==> src/rtl/load_store_unit.sv <==
// load_store_unit: CPU-side load/store master for a word-only data memory.
// Optional build macro: LSU_MISALIGN_CHECK_EN (reject misaligned half/word).
`timescale 1ns/1ps
module load_store_unit #(
    parameter int ADDR_WIDTH = 32,
    parameter logic [ADDR_WIDTH-1:0] RESET_ADDR = {ADDR_WIDTH{1'b0}}
) (
    input  logic                  clk,
    input  logic                  reset,
    input  logic                  req_valid,
    output logic                  req_ready,
    input  logic                  req_we,
    input  logic [1:0]            req_size,
    input  logic                  req_unsigned,
    input  logic [ADDR_WIDTH-1:0] req_addr,
    input  logic [31:0]           req_wdata,
    output logic                  resp_valid,
    input  logic                  resp_ready,
    output logic [31:0]           resp_rdata,
    output logic                  resp_err,
    output logic                  mem_read,
    output logic                  mem_write,
    output logic [ADDR_WIDTH-1:0] mem_address,
    output logic [31:0]           mem_write_data,
    input  logic [31:0]           mem_read_data
);

    typedef enum logic [1:0] {
        IDLE = 2'd0,
        RD   = 2'd1,
        WR   = 2'd2,
        RESP = 2'd3
    } state_t;

    state_t                state;
    logic                  we_q;
    logic [1:0]            size_q;
    logic                  uns_q;
    logic [ADDR_WIDTH-1:0] addr_q;
    logic [31:0]           wdata_q;
    logic [31:0]           merge_q;

    logic                  bad_req;
    logic [7:0]            byte_v;
    logic [15:0]           half_v;
    logic [31:0]           load_v;
    logic [31:0]           merged;
    logic                  in_access;

    // Classify the incoming request as rejected (reserved size / misaligned)
    always_comb begin
        bad_req = (req_size == 2'b11);
`ifdef LSU_MISALIGN_CHECK_EN
        if (req_size == 2'b01 && req_addr[0])
            bad_req = 1'b1;
        if (req_size == 2'b10 && req_addr[1:0] != 2'b00)
            bad_req = 1'b1;
`endif
    end

    // Pick the addressed lane out of the read word and extend it
    always_comb begin
        byte_v = mem_read_data[{addr_q[1:0], 3'b000} +: 8];
        half_v = addr_q[1] ? mem_read_data[31:16]
                           : mem_read_data[15:0];
        case (size_q)
            2'b00:   load_v = uns_q ? {24'b0, byte_v}
                                    : {{24{byte_v[7]}}, byte_v};
            2'b01:   load_v = uns_q ? {16'b0, half_v}
                                    : {{16{half_v[15]}}, half_v};
            default: load_v = mem_read_data;
        endcase
    end

    // Splice the store lane into the previously read word
    always_comb begin
        merged = merge_q;
        case (size_q)
            2'b00:
                merged[{addr_q[1:0], 3'b000} +: 8] = wdata_q[7:0];
            2'b01:
                merged[{addr_q[1], 4'b0000} +: 16] = wdata_q[15:0];
            default:
                merged = wdata_q;
        endcase
    end

    assign in_access = !reset && (state == RD || state == WR);

    assign req_ready = !reset && (state == IDLE);
    assign mem_read  = !reset && (state == RD);
    assign mem_write = !reset && (state == WR);

    assign mem_address = in_access ? {addr_q[ADDR_WIDTH-1:2], 2'b00}
                                   : RESET_ADDR;
    assign mem_write_data = mem_write ? merged : 32'h0;

    // Request sequencer with registered response outputs
    always_ff @(posedge clk) begin
        if (reset) begin
            state      <= IDLE;
            resp_valid <= 1'b0;
            resp_rdata <= 32'h0;
            resp_err   <= 1'b0;
            we_q       <= 1'b0;
            size_q     <= 2'b00;
            uns_q      <= 1'b0;
            addr_q     <= {ADDR_WIDTH{1'b0}};
            wdata_q    <= 32'h0;
            merge_q    <= 32'h0;
        end else begin
            case (state)
                IDLE: begin
                    if (req_valid) begin
                        we_q       <= req_we;
                        size_q     <= req_size;
                        uns_q      <= req_unsigned;
                        addr_q     <= req_addr;
                        wdata_q    <= req_wdata;
                        resp_rdata <= 32'h0;
                        resp_err   <= 1'b0;
                        if (bad_req) begin
                            resp_err   <= 1'b1;
                            resp_valid <= 1'b1;
                            state      <= RESP;
                        end else if (req_we && req_size == 2'b10) begin
                            state <= WR;
                        end else begin
                            state <= RD;
                        end
                    end
                end
                RD: begin
                    if (we_q) begin
                        merge_q <= mem_read_data;
                        state   <= WR;
                    end else begin
                        resp_rdata <= load_v;
                        resp_valid <= 1'b1;
                        state      <= RESP;
                    end
                end
                WR: begin
                    resp_valid <= 1'b1;
                    state      <= RESP;
                end
                RESP: begin
                    if (resp_ready) begin
                        resp_valid <= 1'b0;
                        state      <= IDLE;
                    end
                end
                default: state <= IDLE;
            endcase
        end
    end

endmodule

==> config.mk <==
export PLATFORM = sky130hd
export DESIGN_NAME = load_store_unit
export DESIGN_NICKNAME = d
export VERILOG_FILES = /design/src/rtl/load_store_unit.sv
export SDC_FILE = /design/constraint.sdc
export NUM_CORES = 1
export LEC_CHECK = 0
export ABC_AREA = 1
export BUFFER_PORTS_ARGS = -buffer_cell sky130_fd_sc_hd__buf_2
export CAP_MARGIN = 20
export CORE_UTILIZATION = 30
export DETAILED_ROUTE_END_ITERATION = 10
export HOLD_SLACK_MARGIN = 0.06
export SYNTH_ARGS = -nofsm -noshare
export SYNTH_HDL_FRONTEND = slang
export SYNTH_SLANG_ARGS = --single-unit
export TNS_END_PERCENT = 50
==> constraint.sdc <==
create_clock -name clk -period 2.5 [get_ports clk]
set_clock_uncertainty 0.1 [all_clocks]
set_input_delay 0.375 -clock clk [delete_from_list [all_inputs] [get_ports clk]]
set_output_delay 0.375 -clock clk [all_outputs]
set_load 0.05 [all_outputs]
# After elaboration in Yosys (flattened, before gate mapping)
# Index checks and enable logic that the tools add are counted.
[word_totals]
register_bits = 136
inputBits = 104
[classes]
n_addsub = 2
eq_ne = 10
shifts = 5
mux = 24
reduce_logical = 15
[op_table]
columns = ["op", "n"]
rows = [
  ["$mux W32", 6],
  ["$pmux W32 S2", 3],
  ["$bwmux W32", 2],
  ["$shift A16 B7 Y32 const A", 1],
  ["$shift A8 B7 Y32 const A", 1],
  ["$shiftx A16 B7 Y32", 1],
  ["$shiftx A32 B6 Y8", 1],
  ["$shiftx A8 B7 Y32", 1],
  ["$mux W16", 1],
  ["$neg A5 Y7", 2],
  ["$eq A2 B2 Y1 const B", 4],
  ["$mux W2", 4],
  ["$ne A2 B2 Y1 const B", 4],
  ["$pmux W2 S4", 1],
  ["$mux W1", 6],
  ["$reduce_and A2 Y1", 3],
  ["$logic_and A1 B1 Y1", 5],
  ["$eq A2 B1 Y1 const B", 2],
  ["$logic_not A2 Y1", 2],
  ["$pmux W1 S4", 1],
  ["$reduce_and A4 Y1", 1],
  ["$reduce_and A3 Y1", 1],
  ["$reduce_bool A2 Y1", 1],
  ["$logic_not A1 Y1", 1],
  ["$logic_or A1 B1 Y1", 1],
]

# Depth between registers and ports, before layout
[depth]
ltp_word = 6
depth_mapped = 11
mapped_depth_nobuf = 10

# Worst setup path after synthesis
# Ideal clock, no wire load.
[synth_timing]
path_type = "register to output"
start = "reg addr_q[1]"
end = "out mem_write_data[0]"
arrival_ps = 2751
required_time_ps = 2025
setup_slack_ps = -726
path_stages_with_launch = 8
path_cell_list = "dfxtp_1 inv_2 clkbuf_1 ha_1 inv_2 nor3_2 a31oi_1 a211oi_1"
[synth_between]
elab_chain_len = 5
elab_cells_between_ends = 10
cone_classes = "2 x add/sub; 4 x shift; 4 x mux"
[synth_lines]
columns = ["element", "line_no", "rtl"]
rows = [
  ["start, declared", "39", "logic [ADDR_WIDTH-1:0] addr_q;"],
  ["start signal, assigned", "108", "addr_q <= {ADDR_WIDTH{1'b0}};"],
  ["start signal, assigned", "118", "addr_q <= req_addr;"],
  ["$neg A5 Y7, on equally long branches", "82, 80", ""],
  ["$shiftx A16 B7 Y32 (tied with other cells)", "82", "merged[{addr_q[1], 4'b0000} +: 16] = wdata_q[15:0];"],
  ["$bwmux W32, on equally long branches", "82, 80", ""],
  ["$pmux W32 S2 (*)", "78", "case (size_q)"],
  ["$mux W32 (*)", "96", "assign mem_write_data = mem_write ? merged : 32'h0;"],
  ["end, declared", "24", "output logic [31:0] mem_write_data,"],
]
# Every way passes the cells marked *; elsewhere a longest branch is shown, timed or not.

# Worst setup path in the final report
[layout_timing]
start = "reg addr_q[0]"
end = "out mem_write_data[9]"
[layout_between]
elab_chain_len = 5
elab_cells_between_ends = 6
cone_classes = "1 x add/sub; 2 x shift; 3 x mux"
[layout_lines]
columns = ["element", "line_no", "rtl"]
rows = [
  ["$neg A5 Y7 (*)", "80", "merged[{addr_q[1:0], 3'b000} +: 8] = wdata_q[7:0];"],
  ["$shiftx A8 B7 Y32 / $shift A8 B7 Y32 (equally long branches)", "80", ""],
  ["$bwmux W32 (*)", "80", ""],
  ["$pmux W32 S2 (*)", "78", ""],
  ["$mux W32 (*)", "96", ""],
]
# Marked as above.

==> flow_metrics.py <==
metrics = {
    "grt": {
        "grt_pass1_vias": 7362,
        "grt_max_degree": 111,
        "grt_pass1_wl_mm": 39.8,
        "antenna_found_initial": 6,
        "grt_usage": 0.215,
        "overflow": 0,
    },
    "timing": {
        "rsz0062_at_grt": "yes",
        "timing.final.ws_setup_ns": -0.0750,
        "slew_headroom": 0.384,
        "finalHoldViolations": 0,
        "min_period_over_period": 1.03,
        "tightestPinTransition_ns": 0.923,
        "finalSetupViolCount": 26,
        "max_freq_mhz": 388,
        "slew_violations": 0,
        "post-route-min-period_ns": 2.57,
    },
    "worst_setup_path": {
        "critPathSlowestCell": "dfxtp_4",
        "crit_fanout": 8,
        "crit_buf_inv": 3,
        "cp-end-kind": "output pin",
        "crit_required_ns": 2.03,
        "reg2reg_setup_slack_ns": 0.48,
        "critPathArrivalTime_ns": 2.10,
        "path_delay_family": "flip-flops",
        "critical_path_class": "reg -> out",
        "slowest_delay_ns": 0.37,
        "crit_chain": "clkinv_4, ha_4, inv_4, nor2_4, nand2_4, o22ai_2, nand2_1, a31oi_4, buf_6",
        "startpoint_type": "register",
    },
    "cells_and_area": {
        "final_cell_mix": "buf_2 (170), nand2_1 (152), o21ai_0 (151), a21oi_1 (132), dfxtp_1 (132)",
        "final_nets": 1331,
        "layout-drive-gt1-share": 0.315,
        "final_cells": 1547,
        "syn_to_final_growth_pct": 40.3,
        "layout_commonest_cell": "buf_2",
    },
    "synth": {
        "ys_seq_area_frac": 0.389,
        "synth_area_mm2": 0.00699,
        "async_flop_share": 0,
        "synth-edff-count": 0,
        "ys_seq_elements": 136,
        "synth_cell_type_count": 36,
        "synth_cells": 1034,
        "yosysWarnings": 0,
        "synthFlopType": "dfxtp_1",
        "avgSynthCellArea_um2": 6.76,
    },
    "floorplan": {
        "die-area_mm2": 0.0239,
        "row_count": 55,
        "die_x_um": 155,
        "die_h_um": 155,
        "start_util": 0.307,
        "io_pins": 205,
        "core_mm2": 0.0228,
    },
    "power": {
        "power.total_w": 0.0109,
        "ir_worst_vdd_mv": 0.509,
        "leakage_nw": 3.90,
        "pwr_density_cell_mw_per_mm2": 1110,
    },
    "detailed_routing": {
        "avgViaCountPerCell": 4.97,
        "vias": 7696,
        "postRouteAntennaNets": 0,
        "route.detailed.drc": 0,
        "drt_first_pass_iters": 5,
        "wl_per_cell_um": 16.4,
        "routed_wl_mm": 25.4,
        "first_iter_violations": 495,
    },
    "clock_tree": {
        "cts_made_buffers": 17,
        "hold_buffers": 0,
        "cts-root-buf": "clkbuf_16",
        "cts_sinks": 136,
        "cts_tree": "yes",
        "h-tree-depth": 4,
        "clock_latency_ns": 0.42,
        "clk_pin_slew_worst_paths_ns": 0.07,
        "clock_path_buffers": 2,
    },
    "hold_path": {
        "min_path_type": "in -> reg",
    },
    "placement": {
        "portBuffers": 202,
        "dpl.cell_count": 1506,
        "globalplace.congestion": 0.864,
        "place_ws_ns": -0.0141,
        "dp_hpwl_mm": 18.8,
    },
    "outcome": {
        "status": "complete, but fails checks",
        "violations": "negative setup slack",
    },
    "flow_run": {
        "max-cap-violations": 0,
    },
}
-- stage by stage --
step	util	hold slack, ns	TNS, ns	area (µm²)
final	0.431	0.100	-0.763	9820
after global routing	0.430	0.107	-3.54	9810
after CTS	0.426	0.0886	-0.398	9700
after detailed placement	0.382	0.346	-0.0209	8690
after global placement	0.382	0.340	0	8690
after floorplan	-	0.330	-0.0171	7350
-- state kept, by name, indices dropped and copies added (netlist names), 2 cells and up --
| register | flops |
|---|---|
| addr_q | 32 |
| wdata_q | 32 |
| merge_q | 32 |
| state | 2 |
| resp_rdata | 32 |
| size_q | 2 |
-- power breakdown --
part	switching, W	internal [W]	leakage (nW)	total, W
logic	0.00374	0.00153	2.51	0.00528
registers	0.000332	0.00273	1.12	0.00306
clock network	0.00103	0.00150	0.279	0.00253
total	0.00511	0.00576	3.90	0.0109
-- cell usage after synthesis (2+ instances only) --
cell type	instances	share of area
nor3_2	2	0.0029
buf_1	4	0.0021
dfxtp_1	136	0.39
buf_6	2	0.0032
inv_1	91	0.049
o22ai_1	23	0.021
nand2_4	2	0.0032
a21oi_1	139	0.099
buf_2	17	0.012
nand2_1	163	0.087
inv_2	6	0.0032
nand3_1	34	0.024
o21ai_0	153	0.11
a21oi_2	10	0.013
buf_4	4	0.0043
a31oi_1	25	0.022
clkbuf_1	46	0.025
nor2_1	124	0.067
ha_1	10	0.018
a211oi_1	8	0.0086
clkinv_1	2	0.0011
nand2_2	12	0.011
o21ai_1	8	0.0057
-- metal layers --
layer / part of all wire / global-route usage / vias to the layer above
li1: - / - / 3794
met1: 0.43 / 0.266 / 3590
met2: 0.48 / 0.362 / 268
met3: 0.067 / 0.0591 / 42
met4: 0.023 / 0.0646 / 2
met5: 0.00031 / 0 / -
-- worst min-delay path, delay by kind of cell --
kind                   cells  cell delay (ns)
AOI/OAI and AO/OA          1             0.07
buffers and inverters      1             0.07
and+or+nand+nor            1             0.08
-- worst paths after layout --
path / startpoint / depth (start not counted) / end
min: req_wdata[21] / 3 / wdata_q[21]$_SDFFE_PP0P_
max: addr_q[0]$_SDFFE_PP0P_ / 9 / mem_write_data[9]
min reg2reg: addr_q[9]$_SDFFE_PP0P_ / 2 / addr_q[9]$_SDFFE_PP0P_
max reg2reg: state[0]$_SDFFE_PP0P_ / 10 / resp_rdata[10]$_SDFFE_PP0P_
-- timing repair --
action | 4_1_cts | 5_1_grt
cloned | 0 | 0
endpoints found under the setup margin | 32 | 35
resized for setup | 107 | 27
setup buffers | 5 | 0
pin swaps | 22 | 13
-- final cells by class --
class | count | area, µm²
Sequential cell | 136 | 2730
Clock inverter | 14 | 149
Antenna cell | 4 | 10.0
Multi-Input combinational cell | 724 | 4110
Tap cell | 313 | 392
Inverter | 101 | 409
Fill cell | 2358 | 13000
Clock buffer | 18 | 439
Timing Repair Buffer | 237 | 1570
-- cells by family after synthesis --
logic type / share of synthesized area
AO/OA/AOI/OAI: 0.283
AND/OR/NAND/NOR: 0.204
buffers and inverters: 0.105
flip-flops: 0.389
adder cells (fa/ha/maj): 0.0179
other: 0.000536
Note: power is estimated with default switching activity, not from simulation.
